$ cat config.mk
export PLATFORM = sky130hd
export DESIGN_NAME = sync_fifo_asym_flat
export DESIGN_NICKNAME = d
export VERILOG_FILES = /design/src/rtl/sync_fifo_asym_pkg.sv /design/src/rtl/sync_fifo_asym_if.sv /design/src/rtl/sync_fifo_asym_mem.sv /design/src/rtl/sync_fifo_asym.sv /design/src/flat_wrapper.sv
export SDC_FILE = /design/constraint.sdc
export NUM_CORES = 2
export LEC_CHECK = 0
export ABC_AREA = 0
export CAP_MARGIN = 20
export CORE_ASPECT_RATIO = 1.75
export CORE_MARGIN = 2
export CORE_UTILIZATION = 30
export CTS_CLUSTER_SIZE = 8
export DETAILED_ROUTE_END_ITERATION = 8
export PLACE_DENSITY = 0.55
export SKIP_CTS_REPAIR_TIMING = 1
export SYNTH_ARGS = -nofsm -noshare
export SYNTH_HDL_FRONTEND = slang
export SYNTH_SLANG_ARGS = --single-unit
$ cat constraint.sdc
create_clock -name clk -period 7.75 [get_ports clk]
set_input_delay 1.1625 -clock clk [delete_from_list [all_inputs] [get_ports clk]]
set_output_delay 1.1625 -clock clk [all_outputs]
set_load 0.005 [all_outputs]
$ cat src/rtl/sync_fifo_asym_pkg.sv
// Shared helpers for the asymmetric-width FIFO: width ratios, slot counts, pointer widths, lane order.
// Latency: none (elaboration-time functions and types only).
// Backpressure: n/a.
package sync_fifo_pkg;

  localparam int MIN_DATA_WIDTH = 8;
  localparam int MIN_FIFO_DEPTH = 2;

  typedef enum logic {
    OUT_COMB = 1'b0,
    OUT_REG  = 1'b1
  } out_mode_e;

  function automatic bit is_pow2(input int v);
    return (v > 0) && ((v & (v - 1)) == 0);
  endfunction

  function automatic int narrow_w(input int wi, input int wo);
    return (wi < wo) ? wi : wo;
  endfunction

  function automatic int wide_w(input int wi, input int wo);
    return (wi > wo) ? wi : wo;
  endfunction

  function automatic int ratio(input int wi, input int wo);
    return wide_w(wi, wo) / narrow_w(wi, wo);
  endfunction

  // Storage is counted in narrow slots; capacity is FIFO_DEPTH wide words.
  function automatic int slot_count(input int wi, input int wo, input int depth);
    return depth * ratio(wi, wo);
  endfunction

  function automatic int ptr_aw(input int wi, input int wo, input int depth);
    return $clog2(slot_count(wi, wo, depth));
  endfunction

  // One extra bit over the slot address separates full from empty.
  function automatic int level_w(input int wi, input int wo, input int depth);
    return ptr_aw(wi, wo, depth) + 1;
  endfunction

  // Position of the idx-th narrow word (in arrival order) inside an n-lane wide word.
  function automatic int lane_pos(input int idx, input int n, input bit msb_first);
    return msb_first ? (n - 1 - idx) : idx;
  endfunction

endpackage

$ cat src/rtl/sync_fifo_asym_if.sv
// Write/read handshake bundle of the asymmetric FIFO.
// Latency: none (wires only).
// Backpressure: fifo_full / fifo_empty flags; strobes while blocked are dropped and flagged.
interface sync_fifo_asym_if #(
  parameter int DATA_WIDTH_I = 64,
  parameter int DATA_WIDTH_O = 256,
  parameter int FIFO_DEPTH   = 8
);
  localparam int LVL_W = sync_fifo_pkg::level_w(DATA_WIDTH_I, DATA_WIDTH_O, FIFO_DEPTH);

  logic                    fifo_flush;
  logic                    fifo_wr;
  logic [DATA_WIDTH_I-1:0] fifo_din;
  logic                    fifo_full;
  logic                    fifo_almost_full;
  logic                    fifo_rd;
  logic [DATA_WIDTH_O-1:0] fifo_dout;
  logic                    fifo_empty;
  logic                    fifo_almost_empty;
  logic [LVL_W-1:0]        fifo_level;
  logic                    fifo_wr_err;
  logic                    fifo_rd_err;

  modport master (
    output fifo_flush, fifo_wr, fifo_din, fifo_rd,
    input  fifo_full, fifo_almost_full, fifo_dout, fifo_empty,
    input  fifo_almost_empty, fifo_level, fifo_wr_err, fifo_rd_err
  );

  modport slave (
    input  fifo_flush, fifo_wr, fifo_din, fifo_rd,
    output fifo_full, fifo_almost_full, fifo_dout, fifo_empty,
    output fifo_almost_empty, fifo_level, fifo_wr_err, fifo_rd_err
  );

endinterface

$ cat src/rtl/sync_fifo_asym_mem.sv
// Narrow-slot register array with multi-slot write and read ports (aligned, address wraps).
// Latency: write lands at the clock edge; read port is combinational from rd_addr.
// Backpressure: none; the caller qualifies wr_en.
module sync_fifo_asym_mem
  import sync_fifo_pkg::*;
#(
  parameter int NARROW_W       = 64,
  parameter int SLOTS          = 32,
  parameter int WR_N           = 1,
  parameter int RD_N           = 4,
  parameter bit PACK_MSB_FIRST = 1'b0,
  localparam int AW            = $clog2(SLOTS)
) (
  input  logic                     clk,
  input  logic                     wr_en,
  input  logic [AW-1:0]            wr_addr,
  input  logic [WR_N*NARROW_W-1:0] wr_dat,
  input  logic [AW-1:0]            rd_addr,
  output logic [RD_N*NARROW_W-1:0] rd_dat
);

  logic [NARROW_W-1:0] mem [SLOTS];

  // Scatter the write lanes into consecutive slots in arrival order.
  always_ff @(posedge clk) begin
    if (wr_en) begin
      for (int i = 0; i < WR_N; i++) begin
        mem[wr_addr + AW'(i)] <= wr_dat[lane_pos(i, WR_N, PACK_MSB_FIRST)*NARROW_W +: NARROW_W];
      end
    end
  end

  // Gather consecutive slots into read lanes using the same lane order as the write side.
  for (genvar g = 0; g < RD_N; g++) begin : g_rd
    assign rd_dat[lane_pos(g, RD_N, PACK_MSB_FIRST)*NARROW_W +: NARROW_W] = mem[rd_addr + AW'(g)];
  end

endmodule

$ cat src/rtl/sync_fifo_asym.sv
// Synchronous FIFO with independent write/read widths, flags, fill level and error pulses.
// Latency: flags/level follow an accepting edge by one cycle; dout show-ahead (mode 0) or loaded on read (mode 1).
// Backpressure: writes while full and reads while empty are dropped and pulse the matching err flag.
module sync_fifo_asym
  import sync_fifo_pkg::*;
#(
  parameter int DATA_WIDTH_I   = 64,
  parameter int DATA_WIDTH_O   = 256,
  parameter int FIFO_DEPTH     = 8,
  parameter int OUTPUT_MODE    = 0,
  parameter bit PACK_MSB_FIRST = 1'b0,
  parameter int AF_LEVEL       = FIFO_DEPTH * ratio(DATA_WIDTH_I, DATA_WIDTH_O) - 1,
  parameter int AE_LEVEL       = ratio(DATA_WIDTH_I, DATA_WIDTH_O)
) (
  input logic             clk,
  input logic             rst_n,
  sync_fifo_asym_if.slave bus
);

  localparam int NW    = narrow_w(DATA_WIDTH_I, DATA_WIDTH_O);
  localparam int SLOTS = slot_count(DATA_WIDTH_I, DATA_WIDTH_O, FIFO_DEPTH);
  localparam int AW    = ptr_aw(DATA_WIDTH_I, DATA_WIDTH_O, FIFO_DEPTH);
  localparam int PW    = level_w(DATA_WIDTH_I, DATA_WIDTH_O, FIFO_DEPTH);
  localparam int WR_N  = DATA_WIDTH_I / NW;
  localparam int RD_N  = DATA_WIDTH_O / NW;

  localparam logic [PW-1:0] WR_STEP = PW'(WR_N);
  localparam logic [PW-1:0] RD_STEP = PW'(RD_N);
  localparam logic [PW-1:0] CAP     = PW'(SLOTS);
  localparam logic [PW-1:0] AF_L    = PW'(AF_LEVEL);
  localparam logic [PW-1:0] AE_L    = PW'(AE_LEVEL);

  if (!is_pow2(DATA_WIDTH_I) || DATA_WIDTH_I < MIN_DATA_WIDTH) begin : g_bad_wi
    $error("DATA_WIDTH_I must be a power of two and at least 8");
  end
  if (!is_pow2(DATA_WIDTH_O) || DATA_WIDTH_O < MIN_DATA_WIDTH) begin : g_bad_wo
    $error("DATA_WIDTH_O must be a power of two and at least 8");
  end
  if (!is_pow2(FIFO_DEPTH) || FIFO_DEPTH < MIN_FIFO_DEPTH) begin : g_bad_depth
    $error("FIFO_DEPTH must be a power of two and at least 2");
  end
  if (AF_LEVEL > SLOTS || AF_LEVEL < 0 || AE_LEVEL > SLOTS || AE_LEVEL < 0) begin : g_bad_lvl
    $error("AF_LEVEL/AE_LEVEL must lie within the FIFO capacity");
  end

  logic [PW-1:0]           wr_ptr;
  logic [PW-1:0]           rd_ptr;
  logic [PW-1:0]           level;
  logic [PW-1:0]           free_slots;
  logic                    full;
  logic                    empty;
  logic                    wr_ok;
  logic                    rd_ok;
  logic                    wr_err_q;
  logic                    rd_err_q;
  logic [DATA_WIDTH_O-1:0] mem_rd_dat;

  // Occupancy comes straight from the registered pointers; the extra MSB keeps full != empty.
  assign level      = wr_ptr - rd_ptr;
  assign free_slots = CAP - level;
  assign full       = free_slots < WR_STEP;
  assign empty      = level < RD_STEP;

  // Flush wins over both strobes, so neither side is accepted or flagged that cycle.
  assign wr_ok = bus.fifo_wr && !full && !bus.fifo_flush;
  assign rd_ok = bus.fifo_rd && !empty && !bus.fifo_flush;

  // Pointer update: flush clears, otherwise each side advances by its own slot count.
  always_ff @(posedge clk or negedge rst_n) begin
    if (!rst_n) begin
      wr_ptr <= '0;
      rd_ptr <= '0;
    end else if (bus.fifo_flush) begin
      wr_ptr <= '0;
      rd_ptr <= '0;
    end else begin
      if (wr_ok) wr_ptr <= wr_ptr + WR_STEP;
      if (rd_ok) rd_ptr <= rd_ptr + RD_STEP;
    end
  end

  // One-cycle error pulses for strobes that hit a blocked side.
  always_ff @(posedge clk or negedge rst_n) begin
    if (!rst_n) begin
      wr_err_q <= 1'b0;
      rd_err_q <= 1'b0;
    end else begin
      wr_err_q <= bus.fifo_wr && full && !bus.fifo_flush;
      rd_err_q <= bus.fifo_rd && empty && !bus.fifo_flush;
    end
  end

  sync_fifo_asym_mem #(
    .NARROW_W       (NW),
    .SLOTS          (SLOTS),
    .WR_N           (WR_N),
    .RD_N           (RD_N),
    .PACK_MSB_FIRST (PACK_MSB_FIRST)
  ) u_mem (
    .clk     (clk),
    .wr_en   (wr_ok),
    .wr_addr (wr_ptr[AW-1:0]),
    .wr_dat  (bus.fifo_din),
    .rd_addr (rd_ptr[AW-1:0]),
    .rd_dat  (mem_rd_dat)
  );

  if (OUTPUT_MODE == int'(OUT_REG)) begin : g_reg_out
    logic [DATA_WIDTH_O-1:0] dout_q;

    // Output register loads the head word on each accepted read and holds it otherwise.
    always_ff @(posedge clk or negedge rst_n) begin
      if (!rst_n) begin
        dout_q <= '0;
      end else if (bus.fifo_flush) begin
        dout_q <= '0;
      end else if (rd_ok) begin
        dout_q <= mem_rd_dat;
      end
    end

    assign bus.fifo_dout = dout_q;
  end else begin : g_comb_out
    assign bus.fifo_dout = empty ? '0 : mem_rd_dat;
  end

  assign bus.fifo_full         = full;
  assign bus.fifo_empty        = empty;
  assign bus.fifo_almost_full  = level >= AF_L;
  assign bus.fifo_almost_empty = level <= AE_L;
  assign bus.fifo_level        = level;
  assign bus.fifo_wr_err       = wr_err_q;
  assign bus.fifo_rd_err       = rd_err_q;

endmodule

$ cat src/flat_wrapper.sv
// flat-port wrapper written by rule: the top's interface ports become plain ports
module sync_fifo_asym_flat import sync_fifo_pkg::*;
#(
  parameter int DATA_WIDTH_I   = 64,
  parameter int DATA_WIDTH_O   = 256,
  parameter int FIFO_DEPTH     = 8,
  parameter int OUTPUT_MODE    = 0,
  parameter bit PACK_MSB_FIRST = 1'b0,
  parameter int AF_LEVEL       = FIFO_DEPTH * ratio(DATA_WIDTH_I, DATA_WIDTH_O) - 1,
  parameter int AE_LEVEL       = ratio(DATA_WIDTH_I, DATA_WIDTH_O)
)
  (clk, rst_n, bus_fifo_flush, bus_fifo_wr, bus_fifo_din, bus_fifo_rd, bus_fifo_full, bus_fifo_almost_full, bus_fifo_dout, bus_fifo_empty, bus_fifo_almost_empty, bus_fifo_level, bus_fifo_wr_err, bus_fifo_rd_err);
  sync_fifo_asym_if #(.DATA_WIDTH_I(DATA_WIDTH_I), .DATA_WIDTH_O(DATA_WIDTH_O), .FIFO_DEPTH(FIFO_DEPTH)) bus_i ();
  input logic clk;
  input logic rst_n;
  input wire logic [$bits(bus_i.fifo_flush)-1:0] bus_fifo_flush;
  input wire logic [$bits(bus_i.fifo_wr)-1:0] bus_fifo_wr;
  input wire logic [$bits(bus_i.fifo_din)-1:0] bus_fifo_din;
  input wire logic [$bits(bus_i.fifo_rd)-1:0] bus_fifo_rd;
  output wire logic [$bits(bus_i.fifo_full)-1:0] bus_fifo_full;
  output wire logic [$bits(bus_i.fifo_almost_full)-1:0] bus_fifo_almost_full;
  output wire logic [$bits(bus_i.fifo_dout)-1:0] bus_fifo_dout;
  output wire logic [$bits(bus_i.fifo_empty)-1:0] bus_fifo_empty;
  output wire logic [$bits(bus_i.fifo_almost_empty)-1:0] bus_fifo_almost_empty;
  output wire logic [$bits(bus_i.fifo_level)-1:0] bus_fifo_level;
  output wire logic [$bits(bus_i.fifo_wr_err)-1:0] bus_fifo_wr_err;
  output wire logic [$bits(bus_i.fifo_rd_err)-1:0] bus_fifo_rd_err;
  assign bus_i.fifo_flush = bus_fifo_flush;
  assign bus_i.fifo_wr = bus_fifo_wr;
  assign bus_i.fifo_din = bus_fifo_din;
  assign bus_i.fifo_rd = bus_fifo_rd;
  assign bus_fifo_full = bus_i.fifo_full;
  assign bus_fifo_almost_full = bus_i.fifo_almost_full;
  assign bus_fifo_dout = bus_i.fifo_dout;
  assign bus_fifo_empty = bus_i.fifo_empty;
  assign bus_fifo_almost_empty = bus_i.fifo_almost_empty;
  assign bus_fifo_level = bus_i.fifo_level;
  assign bus_fifo_wr_err = bus_i.fifo_wr_err;
  assign bus_fifo_rd_err = bus_i.fifo_rd_err;
  sync_fifo_asym #(.DATA_WIDTH_I(DATA_WIDTH_I), .DATA_WIDTH_O(DATA_WIDTH_O), .FIFO_DEPTH(FIFO_DEPTH), .OUTPUT_MODE(OUTPUT_MODE), .PACK_MSB_FIRST(PACK_MSB_FIRST), .AF_LEVEL(AF_LEVEL), .AE_LEVEL(AE_LEVEL)) u_core (.clk(clk), .rst_n(rst_n), .bus(bus_i));
endmodule
# Yosys cells after proc, flatten, opt, wreduce, memory -nomap -nowiden
# Memories as Yosys holds them, arrays and structs flattened.
# Index checks and enable logic that the tools add are counted.
# Widths: inputs -> output; s select.
[word_totals] latchBits=0 register_bits=14 wordCells=36 out_inout_bits=268 mem_bits_rw=2048 n_memories=1 input_bits=69 mem_bits_ro=0
[mem_list] memory="u_core.u_mem.mem" depth=32 width=64 read_ports=4 rd_clocked_by_memory_dff=0 write_ports=1 line="sync_fifo_asym_mem.sv:22" rtl="logic [NARROW_W-1:0] mem [SLOTS];"
[op_classes] reduce_logical=13 n_bitwise=0 n_eq_ne=0 div_mod_pow=0 addsub=7 muxes=7 magnitude_cmp=4 shifts=0 mul=0
[op_table] operator="$mux 256" n=1
[op_table] operator="$mux 6" n=4
[op_table] operator="$add 5x2->5 const B" n=2
[op_table] operator="$logic_and 1x1->1" n=8
[op_table] operator="$add 6x1->6 const B" n=1
[op_table] operator="$add 6x3->6 const B" n=1
[op_table] operator="$ge 6x5->1 const B" n=1
[op_table] operator="$le 6x3->1 const B" n=1
[op_table] operator="$lt 6x1->1 const B" n=1
[op_table] operator="$lt 6x3->1 const B" n=1
[op_table] operator="$sub 6x6->6" n=1
[op_table] operator="$sub 6x6->6 const A" n=1
[op_table] operator="$add 5x1->5 const B" n=1
[op_table] operator="$reduce_bool 2->1" n=2
[op_table] operator="$logic_not 1->1" n=3
[op_table] operator="$mux 1" n=2

# Logic depth before layout (Yosys ltp)
[logic_depth] depth_word=8 ltp_mapped=15 mapped_depth_nobuf=9

# Hierarchy
# From an unflattened synthesis, not the netlist that was laid out.
[hier_totals] hier_cells=7837 area_unflattened_um2=130810.5
[by_module_without_submodules] module="sync_fifo_asym_mem" instances=1 seq_area_each_um2=61499.0 area_per_inst_um2=127930.2 cells_per_inst=7432
[by_module_without_submodules] module="sync_fifo_asym" instances=1 seq_area_each_um2=300.3 area_per_inst_um2=2880.3 cells_per_inst=405

# Least setup slack after synthesis
# OpenSTA, ideal clock, no wires.
[synth_path] kind="register -> register" from="register u_core.rd_ptr[2]" to="memory u_core.u_mem.mem[15][0], enable pin" n_path_buf=5 slack_ps=1690 stages_incl_launch_ff=14 synth_period_minus_slack_ps=6060 required_time_ps=7263 setup_ps=487 t_arrival_ps=5573 cell_sequence="dfrtp_1 buf_2 buf_2 buf_1 buf_2 inv_1 ha_1 o211ai_1 nand3_1 and2_0 clkbuf_1 o21ai_2 nand3_1 nor2_1"
[synth_via] elab_chain_len=8
[synth_rtl] item="from (decl)" line="sync_fifo_asym.sv:47" rtl="logic [PW-1:0] rd_ptr;"
[synth_rtl] item="from (signal assigned)" line="sync_fifo_asym.sv:78" rtl="if (rd_ok) rd_ptr <= rd_ptr + RD_STEP;"
[synth_rtl] item="$sub 6x6->6" line="sync_fifo_asym.sv:59" rtl="assign level = wr_ptr - rd_ptr;"
[synth_rtl] item="$sub 6x6->6" line="sync_fifo_asym.sv:60" rtl="assign free_slots = CAP - level;"
[synth_rtl] item="$lt 6x1->1" line="sync_fifo_asym.sv:61" rtl="assign full = free_slots < WR_STEP;"
[synth_rtl] item="$logic_not 1->1" line="sync_fifo_asym.sv:65" rtl="assign wr_ok = bus.fifo_wr && !full && !bus.fifo_flush;"
[synth_rtl] item="$logic_and 1x1->1 (2 in a row)" line="sync_fifo_asym.sv:65"
[synth_rtl] item="$mux 1" line="sync_fifo_asym_mem.sv:26" rtl="if (wr_en) begin"
[synth_rtl] item="$mux 1 (implied by the code)" line="sync_fifo_asym_mem.sv:28" rtl="mem[wr_addr + AW'(i)] <= wr_dat[lane_pos(i, WR_N, PACK_MSB_FIRST)*NARROW_W +: NARROW_W];"
[synth_rtl] item="to (decl)" line="sync_fifo_asym_mem.sv:22"
# Every way passes these cells.

# Final worst setup path
[layout_path] from="register u_core.rd_ptr[2]" to="output port bus_fifo_dout[251]"
[layout_via] elab_chain_len=3 word_cells_on_any_way=5 cone_classes="2 x add/sub; 1 x order compare; 1 x mux; 1 x memory"
[layout_rtl] item="$add 5x2->5 or $sub 6x6->6 (tied branches)" line="sync_fifo_asym_mem.sv:35, sync_fifo_asym.sv:59"
[layout_rtl] item="$mem_v2 32x64 or $lt 6x3->1 (tied branches)"
[layout_rtl] item="$mux 256 *" line="sync_fifo_asym.sv:124" rtl="assign bus.fifo_dout = empty ? '0 : mem_rd_dat;"
[layout_rtl] item="to (decl)" line="flat_wrapper.sv:22" rtl="output wire logic [$bits(bus_i.fifo_dout)-1:0] bus_fifo_dout;"
# Mark *: on every way between the ends. The rest lies on a longest branch, timed or not.

==> flow_metrics.tcl <==
set metrics [dict create \
    wl_per_cell_um 31.3 \
    num_vias 39200 \
    worstPathMaxFanout 49 \
    cts.sinks 2060 \
    htreeDepth 5 \
    grt_usage_pct 17.9 \
    drt_first_iter_violations 3390 \
    n_fill_cell 23800 \
    nets 4343 \
    grt_overflow 0 \
    worst-slew-pin-transition_ns 1.13 \
    synth-edff-count 2048 \
    dominantRegCellSynth "edfxtp_1" \
    hold_ws_ns 0.566 \
    fin_crit_sh_pct 85.1 \
    dp_hpwl_mm 136 \
    yosysWarnings 0 \
    synth.most_common_cell "edfxtp_1" \
    worstSkewPairLatency_ns 0.84 \
    fmax_ghz 0.152 \
    die_h_um 680 \
    cts_tree "done" \
    outcome "complete, no violations" \
    placementRows 248 \
    m1WireLength_mm 96.4 \
    grt_max_degree 145 \
    crit_required_ns 6.59 \
    drv_slew 0 \
    cpLargestDelayFamily "buffers and inverters" \
    synth_commonest_cells "edfxtp_1, nand2_1, mux4_2, a21oi_1, clkbuf_1" \
    critPathSlowestCell "dfrtp_4" \
    syn_to_final_growth_pct 20.6 \
    grt_pass1_wl_mm 334 \
    drt-vias-per-instance 5.10 \
    io_buffer_count 336 \
    netlist.top_cell.by_area "edfxtp_1" \
    slowest_delay_ns 0.85 \
    drv_cap 0 \
    fin_tns_setup_ns 0 \
    grt_antenna_before_repair 6 \
    top_layer_used "met4" \
    worstPathCellList "inv_1 -> ha_1 -> or3_1 -> o21ai_1 -> or3_4 -> and3_4 -> buf_4 -> a21oi_1 -> clkdlybuf4s50_1" \
    power.leakage_nw 29.2 \
    final-hold-violation-count 0 \
    die_w_um 390 \
    cts_made_buffers 301 \
    synth_area_um2 78400 \
    cts.clk_slew.worst_paths_ns 0.05 \
    path_class "register to output pin" \
    startpoint_type "register" \
    wl_met3_mm 11.1 \
    arrival_ns 5.43 \
    gp_congestion 0.738 \
    fin_worst_skew_ns 0.0660 \
    synth_seq_cells 2060 \
    totalWireLength_mm 241 \
    layout_min_cycle_time_ns 6.59 \
    synthDistinctLibCells 50 \
    initial_core_util_pct 30.1 \
    finalSetupViolCount 0 \
    max-vdd-ir-drop_mv 0.184 \
    syn_avg_cell_area_um2 21.2 \
    met2WireLength_mm 127 \
    drc_errors 0 \
    grt_pass1_vias 42100 \
    rsz0062_at_grt "no" \
    firstDrtPassIters 7 \
    async_flop_share_pct 0.583 \
    power_density_nw_per_um2 294 \
    synth_nets 3771 \
    drive_gt1_share_pct 24.0 \
    netlist.area_leader.share_pct 78.4 \
    critPathCaptureType "output pin" \
    die-area_um2 266000 \
    synth_area_leaders "edfxtp_1, mux4_2, nand2_1" \
    io_pins 337 \
    relSlewSlack_pct 24.4 \
    cts.path.max_buffers 4 \
    crit_buf_inv 3 \
    hp-class "register to register" \
    coreArea_um2 260000 \
    seq_area_frac_synth_pct 78.8 \
    final_antenna_net_count 0 \
    synthCells 3691 \
    clockRootBuffer "clkbuf_16" \
]
report_power, final:
part           total, mW  internal, mW  switching (mW)
clock network       11.6          7.02            4.60
logic               3.82          1.78            2.05
registers           12.4          12.4          0.0457
worst reg2reg max path: stages (launching register included):
cell and delay (ns):
dfrtp_4 0.85, inv_1 0.19, ha_1 0.42, o211ai_1 0.27, nand3_1 0.16, and2_0 0.30
o21ai_2 0.40, nand3_1 0.71, nor2_4 1.13, buf_12 0.46
cell type report:
type	count	area, um^2	area share, %
diodes	8	20.0	0.0212
multi-input cells	1411	15800	16.7
inverters	13	56.3	0.0595
repair buffers	476	4620	4.89
clock buffers	327	7740	8.18
well taps	3375	4220	4.47
clock inverters	22	312	0.329
flip-flops and latches	2060	61800	65.4
cell families after synthesis:
family                     synth area share (%)
DFF                                        78.8
other                                   0.00958
AOI/OAI and AO/OA                          1.82
muxes                                      14.8
adders and majority gates                 0.176
and+or+nand+nor                            2.97
buffers and inverters                      1.36
xor gates and xnor gates                 0.0878
layer usage:
metal | GRT usage [%] | up-vias
met5 | 0 | -
met4 | 5.13 | 0
met3 | 2.57 | 334
met2 | 32.0 | 1195
met1 | 22.4 | 21600
li1 | - | 16100
layout by cell type (no fill, tap or decap), types with 3 or more instances in the layout:
cell and instances:
edfxtp_1 2048, nand2_1 520, mux4_2 512, clkdlybuf4s50_1 321, clkbuf_16 306, a21oi_1 260
buf_4 117, nor2_4 32, clkbuf_1 21, buf_12 20, nor2_1 15, buf_2 14
inv_1 12, nand3_1 11, ha_1 11, dfrtp_1 9, diode_2 8, clkinv_8 8
inv_6 7, nand3b_1 4, xor2_1 3, xnor2_1 3, nand2b_1 3, dfrtp_4 3
worst paths after layout:
kind | startpoint | to | slack (ns) | cells past startpoint
worst max register to register | u_core.rd_ptr[2] | u_core.u_mem.mem[9][26] | 2.39 | 9
max in group asynchronous | rst_n | u_core.rd_ptr[2] | 6.25 | 1
worst max-delay path | u_core.rd_ptr[2] | bus_fifo_dout[251] | 1.16 | 9
worst min-delay path | u_core.wr_ptr[5] | u_core.wr_ptr[5] | 0.57 | 2
worst min register to register | u_core.wr_ptr[5] | u_core.wr_ptr[5] | 0.57 | 2
min in group asynchronous | rst_n | u_core.wr_ptr[2] | 0.83 | 1
per-stage QoR:
stage	area (um^2)	power [mW]	std cells	setup WS, ns	utilization [%]
3_3_place_gp	86400	16.5	7332	1.91	33.2
5_1_grt	94600	28.8	7685	0.840	36.3
2_1_floorplan	78400	14.5	3691	1.69	-
3_5_place_dp	86500	16.6	7335	1.85	33.2
4_1_cts	94500	28.2	7684	0.974	36.3
6_report	94600	27.8	7692	1.16	36.3
state kept, by name, summed over array words and instances, names as in the netlist:
register	flops
u_core.u_mem.mem	2048
u_core.bus.fifo_wr_err	1
u_core.bus.fifo_rd_err	1
u_core.rd_ptr	4
u_core.wr_ptr	6
No activity file was read; power rests on OpenSTA's default activity.
